$ cat src/rtl/mem_port_arbiter_pkg.sv
// mem_port_arbiter_pkg: arbiter state encoding and memory write-enable constants
package mem_port_arbiter_pkg;
  typedef enum logic [1:0] {ARB_IDLE, ARB_IF, ARB_LS} arb_state_t;
  localparam logic [3:0] MEM_WE_READ = 4'b0000;
endpackage

$ cat src/rtl/mem_port_arbiter.sv
// mem_port_arbiter: shares one memory port between instruction fetch and load/store,
// LS-priority with a bounded LS streak, one transaction in flight at a time.
module mem_port_arbiter
  import mem_port_arbiter_pkg::*;
#(
  parameter int MAX_LS_STREAK = 4
) (
  input  logic        clk,
  input  logic        reset,
  input  logic        if_req,
  input  logic [31:0] if_addr,
  input  logic        if_kill,
  output logic        if_gnt,
  output logic        if_rvalid,
  output logic [31:0] if_rdata,
  input  logic        ls_req,
  input  logic [31:0] ls_addr,
  input  logic [3:0]  ls_we,
  input  logic [31:0] ls_wdata,
  output logic        ls_gnt,
  output logic        ls_rvalid,
  output logic [31:0] ls_rdata,
  output logic        mem_req,
  output logic [31:0] mem_addr,
  output logic [3:0]  mem_we,
  output logic [31:0] mem_wdata,
  input  logic        mem_ready,
  input  logic [31:0] mem_rdata
);
  localparam int SW = $clog2(MAX_LS_STREAK + 1);
  arb_state_t r_state;
  logic [SW-1:0] r_streak;
  logic r_kill;
  logic w_idle, w_ls_win, w_if_win, w_done;
  // No grants while reset is held, even though the state already reads idle
  assign w_idle   = reset && r_state == ARB_IDLE;
  assign w_ls_win = w_idle && ls_req && (!if_req || r_streak < SW'(MAX_LS_STREAK));
  assign w_if_win = w_idle && if_req && !w_ls_win;
  assign w_done   = r_state != ARB_IDLE && mem_ready;
  assign ls_gnt   = w_ls_win;
  assign if_gnt   = w_if_win;
  always_ff @(posedge clk or negedge reset)
    if (!reset) begin
      r_state   <= ARB_IDLE;
      r_streak  <= '0;
      r_kill    <= 1'b0;
      mem_req   <= 1'b0;
      mem_addr  <= '0;
      mem_we    <= MEM_WE_READ;
      mem_wdata <= '0;
      if_rvalid <= 1'b0;
      if_rdata  <= '0;
      ls_rvalid <= 1'b0;
      ls_rdata  <= '0;
    end else begin
      if_rvalid <= 1'b0;
      ls_rvalid <= 1'b0;
      if (w_ls_win) begin
        r_state   <= ARB_LS;
        mem_req   <= 1'b1;
        mem_addr  <= ls_addr;
        mem_we    <= ls_we;
        mem_wdata <= ls_wdata;
        r_streak  <= if_req ? r_streak + SW'(1) : '0;
      end else if (w_if_win) begin
        r_state   <= ARB_IF;
        mem_req   <= 1'b1;
        mem_addr  <= if_addr;
        mem_we    <= MEM_WE_READ;
        mem_wdata <= '0;
        r_streak  <= '0;
        r_kill    <= if_kill;
      end else if (w_done) begin
        r_state <= ARB_IDLE;
        mem_req <= 1'b0;
        r_kill  <= 1'b0;
        if (r_state == ARB_LS) begin
          ls_rvalid <= 1'b1;
          ls_rdata  <= mem_we == MEM_WE_READ ? mem_rdata : '0;
        end else if (!(r_kill || if_kill)) begin
          if_rvalid <= 1'b1;
          if_rdata  <= mem_rdata;
        end
      end else if (r_state == ARB_IF && if_kill) begin
        r_kill <= 1'b1;
      end
    end
endmodule

$ cat config.mk
export PLATFORM = sky130hd
export DESIGN_NAME = mem_port_arbiter
export DESIGN_NICKNAME = d
export VERILOG_FILES = /design/src/rtl/mem_port_arbiter_pkg.sv /design/src/rtl/mem_port_arbiter.sv
export SDC_FILE = /design/constraint.sdc
export NUM_CORES = 1
export LEC_CHECK = 0
export CORE_MARGIN = 2
export CORE_UTILIZATION = 33
export CTS_CLUSTER_SIZE = 25
export DETAILED_ROUTE_END_ITERATION = 6
export GPL_TIMING_DRIVEN = 0
export PLACE_DENSITY = 0.68
export REMOVE_ABC_BUFFERS = 1
export SLEW_MARGIN = 40
export SYNTH_ARGS = -nofsm -noshare
export SYNTH_HDL_FRONTEND = slang
export SYNTH_SLANG_ARGS = --single-unit
$ cat constraint.sdc
create_clock -name clk -period 1.7 [get_ports clk]
set_input_delay 0.425 -clock clk [delete_from_list [all_inputs] [get_ports clk]]
set_output_delay 0.425 -clock clk [all_outputs]
set_load 0.02 [all_outputs]
Yosys cells after proc, flatten, opt, wreduce, memory -nomap -nowiden
Cells that the tools add are included.
{"block": "word_totals", "ff_bits": 141, "in_bits": 138, "word_cells": 67}
{"block": "classes", "reduce_logical": 20, "n_eq_ne": 2, "addsub": 1, "n_bitwise": 4, "magnitude_cmp": 1, "muxes": 28}
{"operator": "32-bit 2-to-1 mux", "count": 5}
{"operator": "1-bit 2-to-1 mux", "count": 15}
{"operator": "3-bit 2-to-1 mux", "count": 3}
{"operator": "4-bit 2-to-1 mux", "count": 2}
{"operator": "1-bit logical AND", "count": 7}
{"operator": "2-bit 2-to-1 mux", "count": 3}
{"operator": "3-bit nonzero test", "count": 2}
{"operator": "5-bit AND reduction", "count": 1}
{"operator": "4-bit zero test", "count": 1}
{"operator": "1-bit NOT", "count": 4}
{"operator": "4-bit AND reduction", "count": 1}
{"operator": "2-bit nonzero test", "count": 2}
{"operator": "3-bit by 1-bit adder with 3-bit output, second input constant", "count": 1}
{"operator": "3-bit < comparator, second input constant", "count": 1}
{"operator": "2-bit by 1-bit equality test with 1-bit output, second input constant", "count": 1}
{"operator": "2-bit equality test, second input constant", "count": 1}
{"operator": "1-bit zero test", "count": 2}
{"operator": "2-bit zero test", "count": 1}
{"operator": "1-bit logical OR", "count": 2}
{"operator": "2-bit AND reduction", "count": 1}

Logic depth before layout (Yosys ltp)
{"block": "logic_depth", "word_depth": 8, "depth_mapped": 5, "depth_no_buf": 3}

Worst setup path before layout
Ideal clock, no wire load.
{"block": "synth_timing", "kind": "reg2out", "start": "register r_state[0]", "end": "output ls_gnt", "t_arrival_ps": 1250, "path_slack_ps": 25, "stages_incl_launch_ff": 5, "path_buffers": 2, "path_cell_list": "dfrtp_1 -> nor3b_2 -> and3_1 -> clkbuf_1 -> buf_2"}
{"block": "synth_between", "elab_chain_len": 4}
{"element": "start, declared", "line": "mem_port_arbiter.sv:31", "text": "arb_state_t r_state;"}
{"element": "start signal, assigned", "line": "mem_port_arbiter.sv:44", "text": "r_state <= ARB_IDLE;"}
{"element": "start signal, assigned", "line": "mem_port_arbiter.sv:59", "text": "r_state <= ARB_LS;"}
{"element": "start signal, assigned", "line": "mem_port_arbiter.sv:66", "text": "r_state <= ARB_IF;"}
{"element": "2-bit zero test", "line": "mem_port_arbiter.sv:36", "text": "assign w_idle = reset && r_state == ARB_IDLE;"}
{"element": "1-bit logical AND", "line": "mem_port_arbiter.sv:36"}
{"element": "1-bit logical AND (2 in a row)", "line": "mem_port_arbiter.sv:37", "text": "assign w_ls_win = w_idle && ls_req && (!if_req || r_streak < SW'(MAX_LS_STREAK));"}
{"element": "end, declared", "line": "mem_port_arbiter.sv:20", "text": "output logic ls_gnt,"}
Every way passes these cells.

Worst setup path after layout
{"block": "layout_timing", "start": "register r_state[1]", "end": "output ls_gnt"}
Same word-level chain as after synthesis.

==> results.txt <==
The part of the cycle the worst path needs works out to 1.13. Setup repair after global routing could not meet its margin everywhere. The internal power of the cells totals 0.00867 W.

For this design the static power due to leakage is 4.43 nW. The number of instances in the synthesized netlist was 367; the port buffer count was 274. The tools report the global-route wire length before repair as 28.2 mm.

Yosys mapped the design onto 29 distinct sky130hd cell types. The worst setup path is launched from a register. A synthesized cell averages 14.8 µm². In this run the remaining antenna-violating nets after routing total 0. The cell at the root of the clock tree is sky130_fd_sc_hd__clkbuf_16. The initial antenna violation count is 0, and the switching power share of the total is 0.336. Entering global routing, the biggest net connects 77 pins.

The maximum fanout count along the critical path works out to 3. Hold violation count in the final report: 65. TritonCTS built the clock tree. The source of the critical timing path was r_state[1]. The checks that failed: hold timing, setup timing.

The per-cell via count in the routed design was 5.05. The number of nets at the end of the flow is 807. Slew of the pin with the lowest slew margin: 0.395 ns. The tools report the final setup slack of the worst path as -0.225 ns. The tools report the worst hold slack as -0.110 ns.

On the final layout, the worst clock skew is 0.0103 ns. The worst path in the final design needs a cycle of 1.93 ns, including I/O delays and setup. The maximum level of the CTS H-tree was 4; the peak supply drop was 0.000679 V. The worst slew margin relative to its limit was 0.737.

For the total vias in the final route, the log shows 4,526. The overall die width works out to 132 µm. The global router's overall resource usage was 0.207; the average wire per standard cell was 19.7 µm. For the starting density of the core, the log shows 0.340. Counting every sink on the clock net gives 141. The total power per unit cell area was 1410 nW/µm². Final max-slew violation count: 0. At the worst endpoint, the required time is 1.27 ns.

The endpoint type of the worst setup path is an output port. The relative contribution of combinational cells to total power was 0.345. The growth of design area from synthesis to finish works out to 71.3%. The run gives 3530 µm² as the total area of sequential cells.

The min-delay analysis places its worst path in the category in -> async. After filler insertion, the fill cell instance count of the layout stands at 1,323. Before antenna repair, the detailed router went through 4 iterations.

The share of cells above drive strength 1 is 0.167. The floorplan step defined a die boundary enclosing 17,500 µm². The first-iteration detailed-routing DRC count is 190, and the count of max-cap constraint violations is 0. The tools report the number of top-level design ports as 275.

The number of global-route vias before repair came out at 5,014. The class of the most critical setup path was reg -> out. For this run the aggregate overflow at the end of global routing stands at 0. Detailed placement finished with a half-perimeter wire length of 12.2 mm. The clock transition time at the flip-flop clock pins of the worst setup and hold paths works out to 0.06 ns. The endpoint arrival time on the critical path is 1.50 ns, and the number of buffers added by the clock tree synthesis step is 17.

The multi-input combinational cells in the finished layout cover a total of 1790 µm². The run gives 0.0130 W as the total power draw. Derived from the worst setup path, the maximum achievable clock frequency is 519 MHz. The logs give 0.651 for the post-synthesis sequential area ratio and 2 for the maximum root-to-sink buffer count. For this block, the routed nets add up to 17.7 mm of wire. In the routed design, unresolved DRC markers number 0. The run gives -0.393 ns as the total negative setup slack. The run finished, with violations left. The congestion estimate from routability-driven global placement came to 0.752. The synthesized area is 5420 µm².

The tools report the final core utilization as 0.582. The synthesized design contains 141 register bits. The startpoint identified for the worst register-to-register timing path is r_state[1].

For the share of power burned in registers, the log shows 0.375. The switching power total is 0.00438 W, and the clock latency of the later-clocked register in the worst-skew pair is 0.41 ns. The tools report the diode insertion count for antenna repair as 0.

The floorplan step defined a core boundary enclosing 15,900 µm². The Yosys step of the flow raised 0 warnings. The run gives 0.280 as the clock network fraction of design power. The setup-violating endpoint count in the final report came out at 2. For the number of core rows, the log shows 46.

The floorplan step set the die height to 132 µm.
-- flip-flops by register name (all words and copies together), names as in the netlist --
| register | flops |
|---|---|
| mem_req | 1 |
| mem_wdata | 32 |
| ls_rvalid | 1 |
| mem_we | 4 |
| r_streak | 3 |
| r_kill | 1 |
| ls_rdata | 32 |
| mem_addr | 32 |
| r_state | 2 |
| if_rvalid | 1 |
| if_rdata | 32 |
-- worst paths after layout --
path                                  to  slack (ns)  cells after the start
setup / recovery                  ls_gnt       -0.23                      4
hold / removal             mem_wdata[23]       -0.11                      1
setup reg to reg             mem_addr[6]        0.03                      6
hold reg to reg                  mem_req        0.49                      2
max in group asynchronous    if_rdata[2]        1.11                      2
min in group clk              r_state[0]        0.44                      2
-- cell type report --
class | count | area share
tap | 216 | 0.0291
multi-input combinational | 191 | 0.193
inverter | 4 | 0.00162
timing repair buffer | 313 | 0.333
clock buffer | 20 | 0.0481
sequential | 141 | 0.381
clock inverter | 12 | 0.0147
-- placed cells by master, fill, tap and decap left out, drive strengths merged, types with 2 or more instances in the layout --
cell type and instances:
bufinv 2, clkinvlp 3, buf 38, nor2b 2, clkbuf 21, clkinv 5, mux2 33, and3 3
a22o 70, dlygate4sd2 137, dfrtp 141, o21ai 2, nor2 2, clkdlybuf4s50 133, inv 6, a221o 32
nand2 3, nor3b 33, bufbuf 3
-- synthesized netlist by cell type, drive strengths merged --
master / count / area (µm²)
nand2b: 1 / 6.26
a21o: 1 / 7.51
a31oi: 1 / 6.26
nor4: 1 / 21.3
nand3b: 1 / 7.51
nor3b: 33 / 253
inv: 4 / 15.0
ha: 1 / 12.5
clkbuf: 17 / 63.8
a221o: 32 / 320
a22o: 70 / 613
buf: 15 / 93.8
and3: 2 / 12.5
mux2: 33 / 372
dfrtp: 141 / 3530
or4: 1 / 7.51
a32oi: 1 / 8.76
o21ai: 2 / 10.0
o32ai: 1 / 8.76
nor2b: 2 / 12.5
nand2: 3 / 11.3
o22ai: 1 / 6.26
nor2: 2 / 7.51
nand4bb: 1 / 11.3
-- power groups by stage --
stage / sequential, W / combinational (W) / clock (W)
2_1_floorplan: 0.00611 / 0.00105 / 0
3_3_place_gp: 0.00492 / 0.00495 / 0
3_5_place_dp: 0.00497 / 0.00510 / 0
4_1_cts: 0.00489 / 0.00455 / 0.00374
5_1_grt: 0.00501 / 0.00477 / 0.00389
6_report: 0.00489 / 0.00451 / 0.00365
-- logic make-up (layout without fill, tap and decap cells) --
logic type / Yosys count / in the layout / synth area share
flip-flops: 141 / 141 / 0.651
AO/OA/AOI/OAI: 109 / 109 / 0.181
AND/OR/NAND/NOR: 47 / 48 / 0.0647
buffers and inverters: 36 / 349 / 0.0319
multiplexers: 33 / 33 / 0.0686
adder cells (fa/ha/maj): 1 / 1 / 0.00231
-- layer usage --
metal	track usage	wire, µm
met5	0	0
met4	0.0501	136
met3	0.0792	1540
met2	0.354	8670
met1	0.247	7370
-- critical path: stages, from the launching register on --
cell	delay [ns]
sky130_fd_sc_hd__dfrtp_2	0.43
sky130_fd_sc_hd__nor3b_4	0.22
sky130_fd_sc_hd__and3_4	0.23
sky130_fd_sc_hd__buf_12	0.11
sky130_fd_sc_hd__buf_8	0.10
-- per-stage QoR --
stage / hold slack, ns / area, µm² / setup slack (ns) / cells
global route: -0.102 / 9280 / -0.287 / 897
floorplan: 0.129 / 5260 / -1.62 / 335
detailed placement: 0.420 / 8540 / -1.49 / 839
finish: -0.110 / 9280 / -0.225 / 897
global placement: 0.468 / 8270 / -8.16 / 825
CTS: -0.0905 / 9240 / -0.249 / 894
-- repair_timing --
action                                  CTS  global route
endpoints found under the setup margin  253            81
buffers inserted                         19             3
pin swaps                                 5             1
resized for setup                       159             4
endpoints found under the hold margin    65            65
gates cloned                              4             0
No activity file was read; power rests on OpenSTA's default activity.
